[src/rtl/jtkicker_obj_pkg.sv]
// Shared definitions for the Kicker object line scanner.
// Holds the scanner state encodings, the object-table word offsets, the per-line
// draw limit and the packed draw-request entry that travels through the queue.
package jtkicker_obj_pkg;

  typedef enum logic [2:0] {
    ST_IDLE  = 3'd0,
    ST_RDY   = 3'd1,
    ST_TEST  = 3'd2,
    ST_FETCH = 3'd3,
    ST_PUSH  = 3'd4
  } obj_state_t;

  // Each table entry spans two RAM words: even = {ypos, attr}, odd = {code, xpos}
  // (high byte, low byte).
  localparam logic OFS_ATTR_YPOS = 1'b0;
  localparam logic OFS_XPOS_CODE = 1'b1;

  // Maximum draw requests per line when the limiter is built in.
  localparam int OBJ_LINE_LIMIT = 8;

  typedef struct packed {
    logic [7:0] attr;
    logic [7:0] code;
    logic [7:0] xpos;
    logic [3:0] v;
  } obj_entry_t;

  localparam int OBJ_ENTRY_W = $bits(obj_entry_t);

  // Line offset of the object relative to its top row, modulo 256, so objects
  // straddling the top of the frame wrap naturally.
  function automatic logic [7:0] obj_ydiff(input logic [7:0] vrender,
                                           input logic [7:0] ypos);
    return vrender - ypos;
  endfunction

endpackage

[src/rtl/jtkicker_obj_fifo.sv]
// Two-entry queue for object draw requests.
// Ports: i_push/i_push_dat write, i_pop removes the head, i_flush empties it,
//        o_head/o_empty/o_full describe the current state. Head is a registered slot.
// A push is accepted while full if a pop happens on the same cycle; flush wins
// over push and pop. Callers gate i_push/i_pop/i_flush with their clock enable.
module jtkicker_obj_fifo #(
  parameter int W = 28
) (
  input  logic         clk,
  input  logic         rst_n,
  input  logic         i_flush,
  input  logic         i_push,
  input  logic [W-1:0] i_push_dat,
  input  logic         i_pop,
  output logic         o_full,
  output logic         o_empty,
  output logic [W-1:0] o_head
);

  logic [W-1:0] r_mem [2];
  logic         r_wptr;
  logic         r_rptr;
  logic [1:0]   r_cnt;

  logic w_pop_ok;
  logic w_push_ok;

  assign o_empty   = (r_cnt == 2'd0);
  assign o_full    = (r_cnt == 2'd2);
  assign o_head    = r_mem[r_rptr];
  assign w_pop_ok  = i_pop & ~o_empty;
  // When full, the slot being written is the one being popped this cycle.
  assign w_push_ok = i_push & (~o_full | w_pop_ok);

  always_ff @(posedge clk or negedge rst_n) begin
    if (!rst_n) begin
      r_mem[0] <= '0;
      r_mem[1] <= '0;
      r_wptr   <= 1'b0;
      r_rptr   <= 1'b0;
      r_cnt    <= 2'd0;
    end else if (i_flush) begin
      r_wptr <= 1'b0;
      r_rptr <= 1'b0;
      r_cnt  <= 2'd0;
    end else begin
      if (w_push_ok) begin
        r_mem[r_wptr] <= i_push_dat;
        r_wptr        <= ~r_wptr;
      end
      if (w_pop_ok) begin
        r_rptr <= ~r_rptr;
      end
      r_cnt <= r_cnt + 2'(w_push_ok) - 2'(w_pop_ok);
    end
  end

endmodule

[src/rtl/jtkicker_obj_scan.sv]
// Object line scanner: walks the object table once per line, queues the objects
// that cover the line being rendered and hands them out on a valid/ready channel.
// Ports: clk/rst_n/cen2; hinit + vrender start a line; scan_addr/low_dout/hi_dout
//        read the object RAM; dr_* is the draw request channel; busy, ovf status.
// Build option: JTKICKER_OBJ_LIMIT_EN caps requests per line and drives ovf;
// without it there is no cap and ovf is constant 0.
module jtkicker_obj_scan
  import jtkicker_obj_pkg::*;
#(
  parameter int OBJMAX = 32,
  parameter int OBJH   = 16
) (
  input  logic       clk,
  input  logic       rst_n,
  input  logic       cen2,
  input  logic       hinit,
  input  logic [7:0] vrender,
  output logic [5:0] scan_addr,
  input  logic [7:0] low_dout,
  input  logic [7:0] hi_dout,
  output logic       dr_valid,
  input  logic       dr_ready,
  output logic [7:0] dr_attr,
  output logic [7:0] dr_code,
  output logic [7:0] dr_xpos,
  output logic [3:0] dr_v,
  output logic       busy,
  output logic       ovf
);

  // The 6-bit address leaves 5 bits of entry index; the final index is
  // truncated to that width.
  localparam logic [4:0] LAST_IDX = 5'(OBJMAX - 1);

  obj_state_t r_state;
  logic [5:0] r_scan_addr;
  logic       r_hinit_d;
  logic       r_hflag;
  logic       r_wait;
  logic [7:0] r_attr;
  logic [7:0] r_xpos;
  logic [7:0] r_code;
  logic [3:0] r_v;

  logic       w_hinit_rise;
  logic       w_hit;
  logic [7:0] w_ydiff;
  logic       w_in_zone;
  logic       w_limit_hit;
  logic       w_take;
  logic       w_last;
  logic [4:0] w_next_idx;
  logic       w_fifo_full;
  logic       w_fifo_empty;
  logic       w_can_push;
  logic       w_push;
  logic       w_pop;
  logic       w_flush;
  obj_entry_t w_push_dat;
  obj_entry_t w_head;

  // hinit may be shorter than a cen2 period: its rising edge is remembered
  // until the next enabled cycle, and also acted on directly if that cycle is
  // enabled, so a pulse of any width starts exactly one scan.
  assign w_hinit_rise = hinit & ~r_hinit_d;
  assign w_hit        = w_hinit_rise | r_hflag;

  always_ff @(posedge clk or negedge rst_n) begin
    if (!rst_n) begin
      r_hinit_d <= 1'b0;
      r_hflag   <= 1'b0;
    end else begin
      r_hinit_d <= hinit;
      if (cen2) begin
        r_hflag <= 1'b0;
      end else if (w_hinit_rise) begin
        r_hflag <= 1'b1;
      end
    end
  end

  assign w_ydiff    = obj_ydiff(vrender, hi_dout);
  assign w_in_zone  = (w_ydiff < 8'(OBJH));
  assign w_take     = w_in_zone & ~w_limit_hit;
  assign w_last     = (r_scan_addr[5:1] == LAST_IDX);
  assign w_next_idx = r_scan_addr[5:1] + 5'd1;

  // Full implies non-empty, so a ready sink always frees a slot this cycle.
  assign w_can_push = ~w_fifo_full | dr_ready;
  assign w_push     = cen2 & ~w_hit & (r_state == ST_PUSH) & w_can_push;
  assign w_pop      = cen2 & dr_ready;
  assign w_flush    = cen2 & w_hit & (r_state != ST_IDLE);

  assign w_push_dat = '{attr: r_attr, code: r_code, xpos: r_xpos, v: r_v};

`ifdef JTKICKER_OBJ_LIMIT_EN
  logic [3:0] r_line_cnt;
  logic       r_ovf;

  assign w_limit_hit = (r_line_cnt >= 4'(OBJ_LINE_LIMIT));
  assign ovf         = r_ovf;

  always_ff @(posedge clk or negedge rst_n) begin
    if (!rst_n) begin
      r_line_cnt <= 4'd0;
      r_ovf      <= 1'b0;
    end else if (cen2) begin
      if (w_hit) begin
        r_line_cnt <= 4'd0;
        r_ovf      <= 1'b0;
      end else begin
        if (w_push) begin
          r_line_cnt <= r_line_cnt + 4'd1;
        end
        // An in-zone entry found after the cap is skipped but flagged.
        if (r_state == ST_TEST && w_in_zone && w_limit_hit) begin
          r_ovf <= 1'b1;
        end
      end
    end
  end
`else
  assign w_limit_hit = 1'b0;
  assign ovf         = 1'b0;
`endif

  always_ff @(posedge clk or negedge rst_n) begin
    if (!rst_n) begin
      r_state     <= ST_IDLE;
      r_scan_addr <= 6'd0;
      r_wait      <= 1'b0;
      r_attr      <= 8'd0;
      r_xpos      <= 8'd0;
      r_code      <= 8'd0;
      r_v         <= 4'd0;
    end else if (cen2) begin
      if (w_hit) begin
        // Line start, or abort of a scan in progress: restart at entry 0.
        r_scan_addr <= 6'd0;
        r_wait      <= 1'b0;
        r_state     <= ST_RDY;
      end else begin
        case (r_state)
          ST_IDLE: begin
            r_state <= ST_IDLE;
          end
          ST_RDY: begin
            // RAM registers the new address during this cycle.
            r_state <= ST_TEST;
          end
          ST_TEST: begin
            if (w_take) begin
              r_attr      <= low_dout;
              r_v         <= w_ydiff[3:0];
              r_scan_addr <= {r_scan_addr[5:1], OFS_XPOS_CODE};
              r_wait      <= 1'b1;
              r_state     <= ST_FETCH;
            end else if (w_last) begin
              r_state <= ST_IDLE;
            end else begin
              r_scan_addr <= {w_next_idx, OFS_ATTR_YPOS};
              r_state     <= ST_RDY;
            end
          end
          ST_FETCH: begin
            // First cycle lets the RAM pick up the odd address; the second
            // captures the odd word.
            if (r_wait) begin
              r_wait <= 1'b0;
            end else begin
              r_xpos  <= low_dout;
              r_code  <= hi_dout;
              r_state <= ST_PUSH;
            end
          end
          ST_PUSH: begin
            if (w_can_push) begin
              if (w_last) begin
                r_state <= ST_IDLE;
              end else begin
                r_scan_addr <= {w_next_idx, OFS_ATTR_YPOS};
                r_state     <= ST_RDY;
              end
            end
          end
          default: begin
            r_state <= ST_IDLE;
          end
        endcase
      end
    end
  end

  jtkicker_obj_fifo #(
    .W(OBJ_ENTRY_W)
  ) u_fifo (
    .clk        (clk),
    .rst_n      (rst_n),
    .i_flush    (w_flush),
    .i_push     (w_push),
    .i_push_dat (w_push_dat),
    .i_pop      (w_pop),
    .o_full     (w_fifo_full),
    .o_empty    (w_fifo_empty),
    .o_head     (w_head)
  );

  assign scan_addr = r_scan_addr;
  assign dr_valid  = ~w_fifo_empty;
  assign dr_attr   = w_head.attr;
  assign dr_code   = w_head.code;
  assign dr_xpos   = w_head.xpos;
  assign dr_v      = w_head.v;
  assign busy      = (r_state != ST_IDLE) | ~w_fifo_empty;

endmodule
[config.mk]
export PLATFORM = sky130hd
export DESIGN_NAME = jtkicker_obj_scan
export DESIGN_NICKNAME = d
export VERILOG_FILES = /design/src/rtl/jtkicker_obj_pkg.sv /design/src/rtl/jtkicker_obj_fifo.sv /design/src/rtl/jtkicker_obj_scan.sv
export SDC_FILE = /design/constraint.sdc
export NUM_CORES = 1
export LEC_CHECK = 0
export BUFFER_PORTS_ARGS = -buffer_cell sky130_fd_sc_hd__buf_2
export CAP_MARGIN = 20
export CORE_MARGIN = 2
export CORE_UTILIZATION = 28
export DETAILED_ROUTE_END_ITERATION = 10
export GPL_TIMING_DRIVEN = 0
export PLACE_DENSITY = 0.48
export SYNTH_ARGS = -nofsm -noshare
export SYNTH_HDL_FRONTEND = slang
export SYNTH_SLANG_ARGS = --single-unit
[constraint.sdc]
create_clock -name clk -period 3.2 [get_ports clk]
set_input_delay 0.32 -clock clk [delete_from_list [all_inputs] [get_ports clk]]
set_output_delay 0.32 -clock clk [all_outputs]
set_load 0.01 [all_outputs]
==> results of run 1 <==
-- synth_stat cells, types with 5 or more instances --
master    count
dfrtp_1     100
nand3_1       5
o211ai_1      6
mux2_4        7
nand2_1      24
a21o_1        5
nand2b_1      7
ha_1         10
o21ai_0      10
nor2_1       10
mux2_2       97
inv_1        14
a21oi_1       9
clkbuf_1      8
-- cells in the final DEF, fill, tap and decap left out, drive strengths merged, types with 4 or more instances in the layout --
master,n
buf,81
a21oi,9
nand3,5
inv,16
ha,10
nand2,24
a21o,5
dfrtp,100
mux2,104
o211ai,6
clkbuf,17
o21ai,10
nand2b,7
xnor2,4
nor2,11
-- where the power goes --
group	internal, mW	switching, mW
sequential	1.50	0.154
clock	0.603	0.480
combinational	0.430	0.422
total	2.54	1.06
-- flip-flops by register name, summed over array words and instances (netlist names) --
signal / count
u_fifo.r_mem: 56
r_xpos: 8
r_code: 8
u_fifo.r_cnt: 2
r_v: 4
u_fifo.r_wptr: 1
u_fifo.r_rptr: 1
r_hinit_d: 1
scan_addr: 6
r_hflag: 1
r_attr: 8
r_wait: 1
r_state: 3
-- stage by stage --
step	utilization, %	power (mW)	worst slack [ns]	setup TNS [ns]
after CTS	35.0	3.65	0.0130	0
after detailed placement	32.5	2.54	-0.473	-6.70
final	35.1	3.59	0.123	0
after floorplan	-	2.22	0.0603	0
after global routing	35.1	3.83	0.0118	0
after global placement	32.4	2.49	-0.426	-5.83
-- final timing paths --
| path | start | cells after the start | to |
|---|---|---|---|
| min in group asynchronous | rst_n | 2 | u_fifo.r_mem[32] |
| max in group asynchronous | rst_n | 3 | u_fifo.r_mem[40] |
| max reg2reg | r_hinit_d | 8 | u_fifo.r_mem[53] |
| min | hinit | 1 | r_hinit_d |
| max | vrender[0] | 14 | r_attr[6] |
| min reg2reg | u_fifo.r_mem[0] | 2 | u_fifo.r_mem[0] |
-- worst register-to-register path, delay by kind of cell, from the launching register on --
kind / cells / cell delay, ns
AND/OR/NAND/NOR: 3 / 0.88
buffers and inverters: 3 / 0.74
flip-flops: 1 / 0.33
AO/OA/AOI/OAI: 1 / 0.45
multiplexers: 1 / 0.38
-- kinds of logic (layout without fill, tap and decap cells) --
family / count (synthesis) / after routing / synth area share, %
DFF: 100 / 100 / 52.2
AOI/OAI and AO/OA: 47 / 47 / 7.13
xor gates and xnor gates: 7 / 7 / 1.28
adders and majority gates: 11 / 11 / 3.03
muxes: 106 / 106 / 25.4
and+or+nand+nor: 70 / 70 / 7.71
buffers and inverters: 31 / 118 / 3.11
other: 1 / 1 / 0.0783
-- area by class of cell --
class,instances,area [sq um],area share (%)
Clock buffer,9,225,3.86
Tap cell,220,275,4.72
Buffer,15,65.1,1.11
Timing Repair Buffer,75,473,8.10
Clock inverter,5,62.6,1.07
Inverter,14,52.6,0.900
Multi-Input combinational cell,242,2180,37.4
Sequential cell,100,2500,42.9
-- repair_timing --
item | 4_1_cts | 5_1_grt
endpoints found under the setup margin | 7 | 31
buffers inserted | 8 | 1
hold buffers | 1 | 0
endpoints found under the hold margin | 32 | 0
cloned | 1 | 0
pin swaps | 5 | 5
resized for setup | 5 | 5
-- per-layer routing --
metal | track usage (%) | up-vias | wire (microns)
met5 | 0 | - | 0
met4 | 5.38 | 0 | 206
met3 | 2.40 | 12 | 395
met2 | 21.3 | 60 | 5280
met1 | 17.7 | 1561 | 5330
li1 | - | 1493 | -
==> results by group, run 1 <==
Worst setup path
  – WS Path Type: in2reg
  – R2R setup slack: 0.31 ns
  – Cells along the critical path: buf_2 -> inv_2 -> ha_4 -> inv_1 -> fa_2 -> a211o_4 -> a2111oi_4 -> a31oi_1 -> a211oi_2 -> or4b_4 -> nor2_8 -> buf_12 -> buf_16 -> mux2_4
  – Crit-path max FO: 4
  – Crit path largest cell delay: 0.54 ns
  – Critical path buffers and inverters: 5
  – Worst path top cell family by delay: compound AO/OA/AOI/OAI gates
  – Critical Path AT: 3.31 ns
  – Startpoint Class: input pin
  – Worst Path Required: 3.44 ns
  – CP Capture Type: flip-flop
  – CP max stage cell: or4b_4

Die
  – Starting Density: 28.8%
  – FP Rows: 47
  – Ports: 66
  – Die area: 18200 sq um
  – CORE AREA: 16600 sq um
  – Die X: 135 microns
  – Die Ht: 135 microns

Global route
  – Vias in the first global route: 3382
  – Largest net degree at the start of global routing: 69
  – First-pass GRT wire length: 18200 microns
  – Antenna violations before repair: 0
  – Gr ovfl total: 0
  – GR Util All Layers: 13.2%

CTS
  – CTS Buffer Depth: 2
  – CTS H-tree depth: 3
  – Root buffer cell: clkbuf_16
  – Reg clk slew, reported paths: 0.07 ns
  – CTS tree: done
  – Clk Latency, worst-skew pair: 0.35 ns
  – Sink Count: 100
  – CTS buffer count: 9

STA
  – Slew Limit Fails: 0
  – Max-Slew Margin vs Limit: 46.4%
  – F_max: 325 MHz
  – Slew @ Worst Pin: 0.804 ns
  – Setup repair after global routing missed its margin: no
  – Post-layout min period: 3.08 ns
  – Fin Hold WS: 0.101 ns
  – Final period util: 96.2%
  – Final hold vios: 0
  – Final setup vio count: 0
  – Worst Clk Skew: 0.00768 ns

Cells and area
  – Fill count: 1677
  – ANT cells: 0
  – Final cell count without fillers: 680
  – NumNets Final: 497
  – Layout cell share with drive strength beyond 1: 46.1%
  – Final instance area: 5840 sq um
  – Layout area overhead: 21.9%

Routing
  – Via Count: 3126
  – Post-route antenna net violation count: 0
  – DR WL/cell: 16.5 microns
  – Detailed Route Iter0 Violations: 103
  – # DRC: 0
  – First-pass iteration count of the detailed router: 4
  – Vias per inst: 4.60
  – DRT Wirelength: 11200 microns

Yosys
  – Syn Nets: 413
  – Synthesized area per cell: 12.8 sq um
  – FF+latch count, synth: 100
  – Ys async rst share: 100%
  – Post-synthesis cell type count: 49
  – Sequential area share after synthesis: 52.2%
  – Yosys top cell area share: 52.2%
  – Netlist Area Pre-Place: 4790 sq um
  – Cell count after synthesis: 373
  – Ys flop type: dfrtp_1
  – Leading post-synthesis cells by cell area: dfrtp_1 (52%), mux2_2 (23%), ha_1 (2.6%)
  – Yosys top cell by area: dfrtp_1
  – Warnings from Yosys: 0
  – Post-synth EDFFs: 0

Job
  – MaxCap Viol Count: 0

Placed design
  – I/O Buffers: 64
  – Placed cell count: 658
  – Final Wtd Congestion: 0.758
  – Post-DP Area: 5420 sq um
  – Hpwl dp: 7840 microns

Status
  – Outcome: completed

Power
  – Leakage: 2.94 nW
  – Worst ir drop on vdd: 0.000279 V
  – Cell Pwr Density: 616 nW/um^2

Hold path
  – Worst Hold Class: in2reg
No activity file was read; power rests on OpenSTA's default activity.
==> inputs of run 2 (changes only) <==
--- a/config.mk
+++ b/config.mk
@@ -11,7 +11,8 @@
 export CORE_UTILIZATION = 28
 export DETAILED_ROUTE_END_ITERATION = 10
 export GPL_TIMING_DRIVEN = 0
-export PLACE_DENSITY = 0.48
+export PLACE_DENSITY = 0.45
+export SKIP_CTS_REPAIR_TIMING = 1
 export SYNTH_ARGS = -nofsm -noshare
 export SYNTH_HDL_FRONTEND = slang
 export SYNTH_SLANG_ARGS = --single-unit
==> run 2 against run 1 <==
Combinational power shrank 2%. Sequential share of layout area grew 0.19 points. Design area shrank 0.45%. Critical path type unchanged.
==> results by group, run 2 (synthesis gave the netlist of run 1 again) <==
Cells and area
  – Most frequent cells in the layout: dfrtp_1 (100), mux2_2 (97), buf_2 (67)
  – ANT cells: 0 (unchanged)
  – Commonest non-fill, non-tap cell in the layout: dfrtp_1
  – Layout cell share with drive strength beyond 1: 45.8% (-0.34 points)
  – Max FFs per register: 56 (unchanged)
  – Layout area overhead: 21.3%
  – NumNets Final: 495 (-0.40%)
  – Largest register by flop count: u_fifo.r_mem
  – Final instance area: 5810 sq um (-0.45%)
  – Layout Utilization: 34.9% (-0.16 points)
  – Final cell count without fillers: 679 (-0.15%)

CTS
  – Root buffer cell: clkbuf_16
  – Clk Latency, worst-skew pair: 0.35 ns (about the same)
  – Reg clk slew, reported paths: 0.07 ns (about the same)
  – CTS Buffer Depth: 2 (unchanged)
  – CTS buffer count: 9 (unchanged)
  – Sink Count: 100 (unchanged)
  – CTS tree: done
  – CTS H-tree depth: 3 (unchanged)

Worst setup path
  – Critical Path AT: 3.32 ns (about the same)
  – R2R cell count: 8 (unchanged)
  – Worst Path Required: 3.43 ns (about the same)
  – Crit-path max FO: 9 (+5)
  – Worst r2r dst: u_fifo.r_mem[47]
  – WS Path Type: in2reg
  – RR Startpoint: r_hinit_d
  – Startpoint Class: input pin
  – R2R setup slack: 0.35 ns (+0.04 ns)
  – CP Capture Type: flip-flop

Power
  – Cell Pwr Density: 634 nW/um^2 (+3.0%)
  – Tot Pwr: 3.68 mW (+2.5%)
  – Worst ir drop on vdd: 0.000298 V (+7.0%)
  – Leakage: 2.94 nW (about the same)

Routing
  – Detailed Route Iter0 Violations: 163 (+58%)
  – Post-route antenna net violation count: 0 (unchanged)
  – # DRC: 0 (unchanged)
  – Via Count: 3173 (+1.5%)
  – Vias per inst: 4.67 (+1.7%)
  – First-pass iteration count of the detailed router: 4 (unchanged)
  – DR WL/cell: 15.9 microns (-3.4%)
  – DRT Wirelength: 10800 microns (-3.5%)

Placed design
  – Hpwl dp: 7640 microns (-2.6%)
  – I/O Buffers: 64 (unchanged)
  – Post-DP Area: 5410 sq um (-0.14%)
  – Final Wtd Congestion: 0.771 (+1.8%)
  – Placed cell count: 658 (unchanged)

Global route
  – GR Util All Layers: 12.6% (-0.66 points)
  – Largest net degree at the start of global routing: 60 (-13%)
  – Vias in the first global route: 3327 (-1.6%)
  – First-pass GRT wire length: 17500 microns (-3.9%)
  – Gr ovfl total: 0 (unchanged)
  – Met2 GRT Util: 20.9% (-0.39 points)
  – Met3 usage: 3.98% (+1.6 points)
  – Antenna violations before repair: 0 (unchanged)
  – GRT busiest layer: met2
  – Grt met1 use: 15.9% (-1.7 points)

STA
  – F_max: 323 MHz (-0.51%)
  – Slew Limit Fails: 0 (unchanged)
  – Slew @ Worst Pin: 0.813 ns (+0.00878 ns)
  – Final period util: 96.7% (+0.49 points)
  – Post-route setup TNS: 0 ns (unchanged)
  – Worst Clk Skew: 0.00932 ns (+0.00164 ns)
  – Max-Slew Margin vs Limit: 45.8% (-0.59 points)
  – Post-layout min period: 3.09 ns (+0.0156 ns)
  – Final setup vio count: 0 (unchanged)
  – Final hold vios: 0 (unchanged)

Die
  – Ports: 66 (unchanged)
  – Die X: 135 microns (unchanged)
  – CORE AREA: 16600 sq um (unchanged)
  – Starting Density: 28.8% (unchanged)
  – FP Rows: 47 (unchanged)
  – Die Ht: 135 microns (unchanged)
  – Die area: 18200 sq um (unchanged)

Status
  – Outcome: completed

Hold path
  – Worst Hold Class: in2async

Job
  – MaxCap Viol Count: 0 (unchanged)
## run 2: critical path: stages
cell and delay (ns):
buf_2 0.10, inv_1 0.07, ha_2 0.19, inv_1 0.05
fa_2 0.36, a211o_1 0.36, a2111oi_4 0.33, a31oi_1 0.10
a211oi_2 0.20, or4b_1 0.47, buf_6 0.16, nor2_8 0.16
buf_12 0.16, mux2_4 0.29
## run 2: layout make-up
type                    instances  area [sq um]
fillers                      1637         10800
flip-flops and latches        100          2500
multi-input cells             242          2160
repair buffers                 71           400
well taps                     220           275
clock buffers                   9           225
clock inverters                 6          96.3
plain buffers                  17          96.3
inverters                      14          52.6
## run 2: per-stage QoR
step | hold slack [ns] | worst slack (ns)
after floorplan | 0.0244 | 0.0603
after CTS | 0.0811 | -0.0386
final | 0.0531 | 0.107
after global routing | 0.0893 | -0.00713
after detailed placement | 0.460 | -0.408
after global placement | 0.457 | -0.373
## run 2: worst max path at each step
stage,slack (ns),start,end,cells after the start
final,0.11,vrender[0],r_attr[7],14
after global placement,-0.37,vrender[0],r_attr[5],14
after floorplan,0.06,vrender[0],r_attr[2],13
after detailed placement,-0.41,vrender[0],r_attr[6],14
after global routing,-0.007,vrender[0],r_attr[7],14
after CTS,-0.04,vrender[0],r_attr[7],14
## run 2: power breakdown
part / leakage [nW] / switching [mW] / total, mW / internal, mW
clock network: 0.154 / 0.493 / 1.18 / 0.691
logic: 1.44 / 0.415 / 0.839 / 0.424
registers: 1.34 / 0.157 / 1.66 / 1.50
total: 2.94 / 1.07 / 3.68 / 2.62
## run 2: routing by layer
layer | part of all wire (%) | wire length [microns] | vias up
met5 | 0 | 0 | -
met4 | 1.0 | 110 | 0
met3 | 4.4 | 476 | 13
met2 | 48 | 5180 | 71
met1 | 47 | 5040 | 1602
li1 | - | - | 1487
==> inputs of run 3 (changes only) <==
--- a/config.mk
+++ b/config.mk
@@ -11,6 +11,7 @@
 export CORE_UTILIZATION = 28
 export DETAILED_ROUTE_END_ITERATION = 10
 export GPL_TIMING_DRIVEN = 0
+export MAX_ROUTING_LAYER = met4
 export PLACE_DENSITY = 0.45
 export SKIP_CTS_REPAIR_TIMING = 1
 export SYNTH_ARGS = -nofsm -noshare
==> run 3 against run 2 <==
Worst setup slack worse by 0.0044 ns. Critical path depth unchanged. Design area unchanged. Flip-flop and latch count unchanged. Sequential power about the same. First-iteration DRC count down 3.7%. Power about the same. Combinational power about the same. Global-route usage up 0.38 points. Utilization unchanged. Routed wire length down 0.13%. Clock power about the same.
==> results by group, run 3 (synthesis gave the netlist of run 1 again) <==
Worst setup path
  – Worst path top cell family by delay: compound AO/OA/AOI/OAI gates
  – Worst Path Required: 3.43 ns (about the same)
  – Crit-path max FO: 9 (unchanged)
  – CP Capture Type: flip-flop
  – CP max stage cell: or4b_1
  – Startpoint Class: input pin
  – Crit path launch: vrender[0]
  – CP most frequent cell: inv_1
  – Cells along the critical path: buf_2 -> inv_1 -> ha_2 -> inv_1 -> fa_2 -> a211o_1 -> a2111oi_4 -> a31oi_1 -> a211oi_2 -> or4b_1 -> buf_6 -> nor2_8 -> buf_12 -> mux2_4
  – Critical Path AT: 3.33 ns (about the same)
  – Critical path buffers and inverters: 5 (unchanged)
  – RR Startpoint: r_hinit_d
  – Crit path largest cell delay: 0.47 ns (about the same)
  – WS Path Type: in2reg

Routing
  – DR WL/cell: 15.9 microns (-0.13%)
  – DRT Wirelength: 10800 microns (-0.13%)
  – Detailed Route Iter0 Violations: 157 (-3.7%)
  – Vias per inst: 4.67 (about the same)
  – # DRC: 0 (unchanged)
  – Post-route antenna net violation count: 0 (unchanged)
  – Via Count: 3172 (-0.032%)
  – First-pass iteration count of the detailed router: 4 (unchanged)

Global route
  – Vias in the first global route: 3326 (-0.030%)
  – First-pass GRT wire length: 17500 microns (about the same)
  – GR Util All Layers: 13.0% (+0.38 points)
  – Gr ovfl total: 0 (unchanged)
  – Antenna violations before repair: 0 (unchanged)
  – Largest net degree at the start of global routing: 60 (unchanged)

CTS
  – Sink Count: 100 (unchanged)
  – CTS tree: done
  – Reg clk slew, reported paths: 0.07 ns (about the same)
  – CTS H-tree depth: 3 (unchanged)
  – Root buffer cell: clkbuf_16
  – CTS Buffer Depth: 2 (unchanged)
  – Clk Latency, worst-skew pair: 0.35 ns (about the same)
  – CTS buffer count: 9 (unchanged)

STA
  – Slew Limit Fails: 0 (unchanged)
  – Final setup vio count: 0 (unchanged)
  – Max-Slew Margin vs Limit: 45.6% (-0.20 points)
  – Worst Clk Skew: 0.00849 ns (-0.000830 ns)
  – Final period util: 96.8% (+0.14 points)
  – F_max: 323 MHz (-0.14%)
  – Post-layout min period: 3.10 ns (+0.00442 ns)
  – Post-route setup TNS: 0 ns (unchanged)
  – Slew @ Worst Pin: 0.816 ns (+0.00307 ns)
  – Final hold vios: 0 (unchanged)

Cells and area
  – Largest register by flop count: u_fifo.r_mem
  – Multi-input gate area: 2160 sq um (unchanged)
  – ANT cells: 0 (unchanged)
  – Layout Utilization: 34.9% (unchanged)
  – Register area: 2500 sq um (unchanged)
  – Fill count: 1637 (unchanged)
  – Final instance area: 5810 sq um (unchanged)
  – Commonest non-fill, non-tap cell in the layout: dfrtp_1
  – Most frequent cells in the layout: dfrtp_1 (100), mux2_2 (97), buf_2 (67)
  – Layout area overhead: 21.3% (unchanged)
  – Max FFs per register: 56 (unchanged)
  – Layout cell share with drive strength beyond 1: 45.8% (unchanged)
  – NumNets Final: 495 (unchanged)

Die
  – Die area: 18200 sq um (unchanged)
  – CORE AREA: 16600 sq um (unchanged)
  – Ports: 66 (unchanged)
  – Die Ht: 135 microns (unchanged)
  – Die X: 135 microns (unchanged)
  – Starting Density: 28.8% (unchanged)
  – FP Rows: 47 (unchanged)

Placed design
  – Post-DP Area: 5410 sq um (unchanged)
  – I/O Buffers: 64 (unchanged)
  – Final Wtd Congestion: 0.782 (+1.3%)
  – Hpwl dp: 7640 microns (unchanged)

Status
  – Outcome: completed

Power
  – Worst ir drop on vdd: 0.000298 V (about the same)
  – Leakage: 2.94 nW (unchanged)
  – Cell Pwr Density: 634 nW/um^2 (about the same)

Job
  – MaxCap Viol Count: 0 (unchanged)

Hold path
  – Worst Hold Class: in2async
==> run 3: cell counts in the layout (fill, tap and decap cells not counted) <==
No cell type changed its count.
==> run 3: final cells by class <==
type | instances | area share (%)
buffer | 17 | 1.66
clock buffer | 9 | 3.88
clock inverter | 6 | 1.66
inverter | 14 | 0.904
multi-input combinational | 242 | 37.2
sequential | 100 | 43.1
tap | 220 | 4.74
timing repair buffer | 71 | 6.89
==> run 3: metal layers <==
layer / share of wire [%] / GRT usage (%)
met3: 3.9 / 3.68
met2: 48 / 20.9
met1: 47 / 16.2
met5: 0 / -
met4: 0.84 / 3.16
==> run 3: worst paths after layout <==
| path | endpoint | slack [ns] | depth (start not counted) |
|---|---|---|---|
| worst min register to register | u_fifo.r_mem[0] | 0.49 | 2 |
| min in group clk | r_hinit_d | 0.10 | 1 |
| max in group asynchronous | u_fifo.r_mem[23] | 2.45 | 2 |
| worst max register to register | u_fifo.r_mem[47] | 0.35 | 8 |
| worst min-delay path | scan_addr[2] | 0.05 | 1 |
| worst max-delay path | r_attr[7] | 0.10 | 14 |
==> run 3: per-stage QoR <==
stage	total power, mW	std cells	hold slack, ns	worst slack (ns)
2_1_floorplan	2.22	373	0.0244	0.0603
3_3_place_gp	2.50	657	0.457	-0.373
3_5_place_dp	2.54	658	0.460	-0.408
4_1_cts	3.74	673	0.0811	-0.0386
5_1_grt	3.91	679	0.0893	-0.00718
6_report	3.68	679	0.0537	0.103
==> run 3: worst reg2reg max path, cell delays in order (launching register included) <==
cell     delay (ns)
dfrtp_1        0.33
inv_1          0.05
a21oi_1        0.44
nand2_1        0.31
nor3b_2        0.36
nor2b_1        0.19
buf_2          0.28
buf_2          0.38
mux2_2         0.39
==> run 3: where the power goes <==
part	switching (mW)	leakage [nW]	internal [mW]
combinational	0.415	1.44	0.424
clock	0.491	0.154	0.690
sequential	0.157	1.34	1.50
total	1.06	2.94	2.62
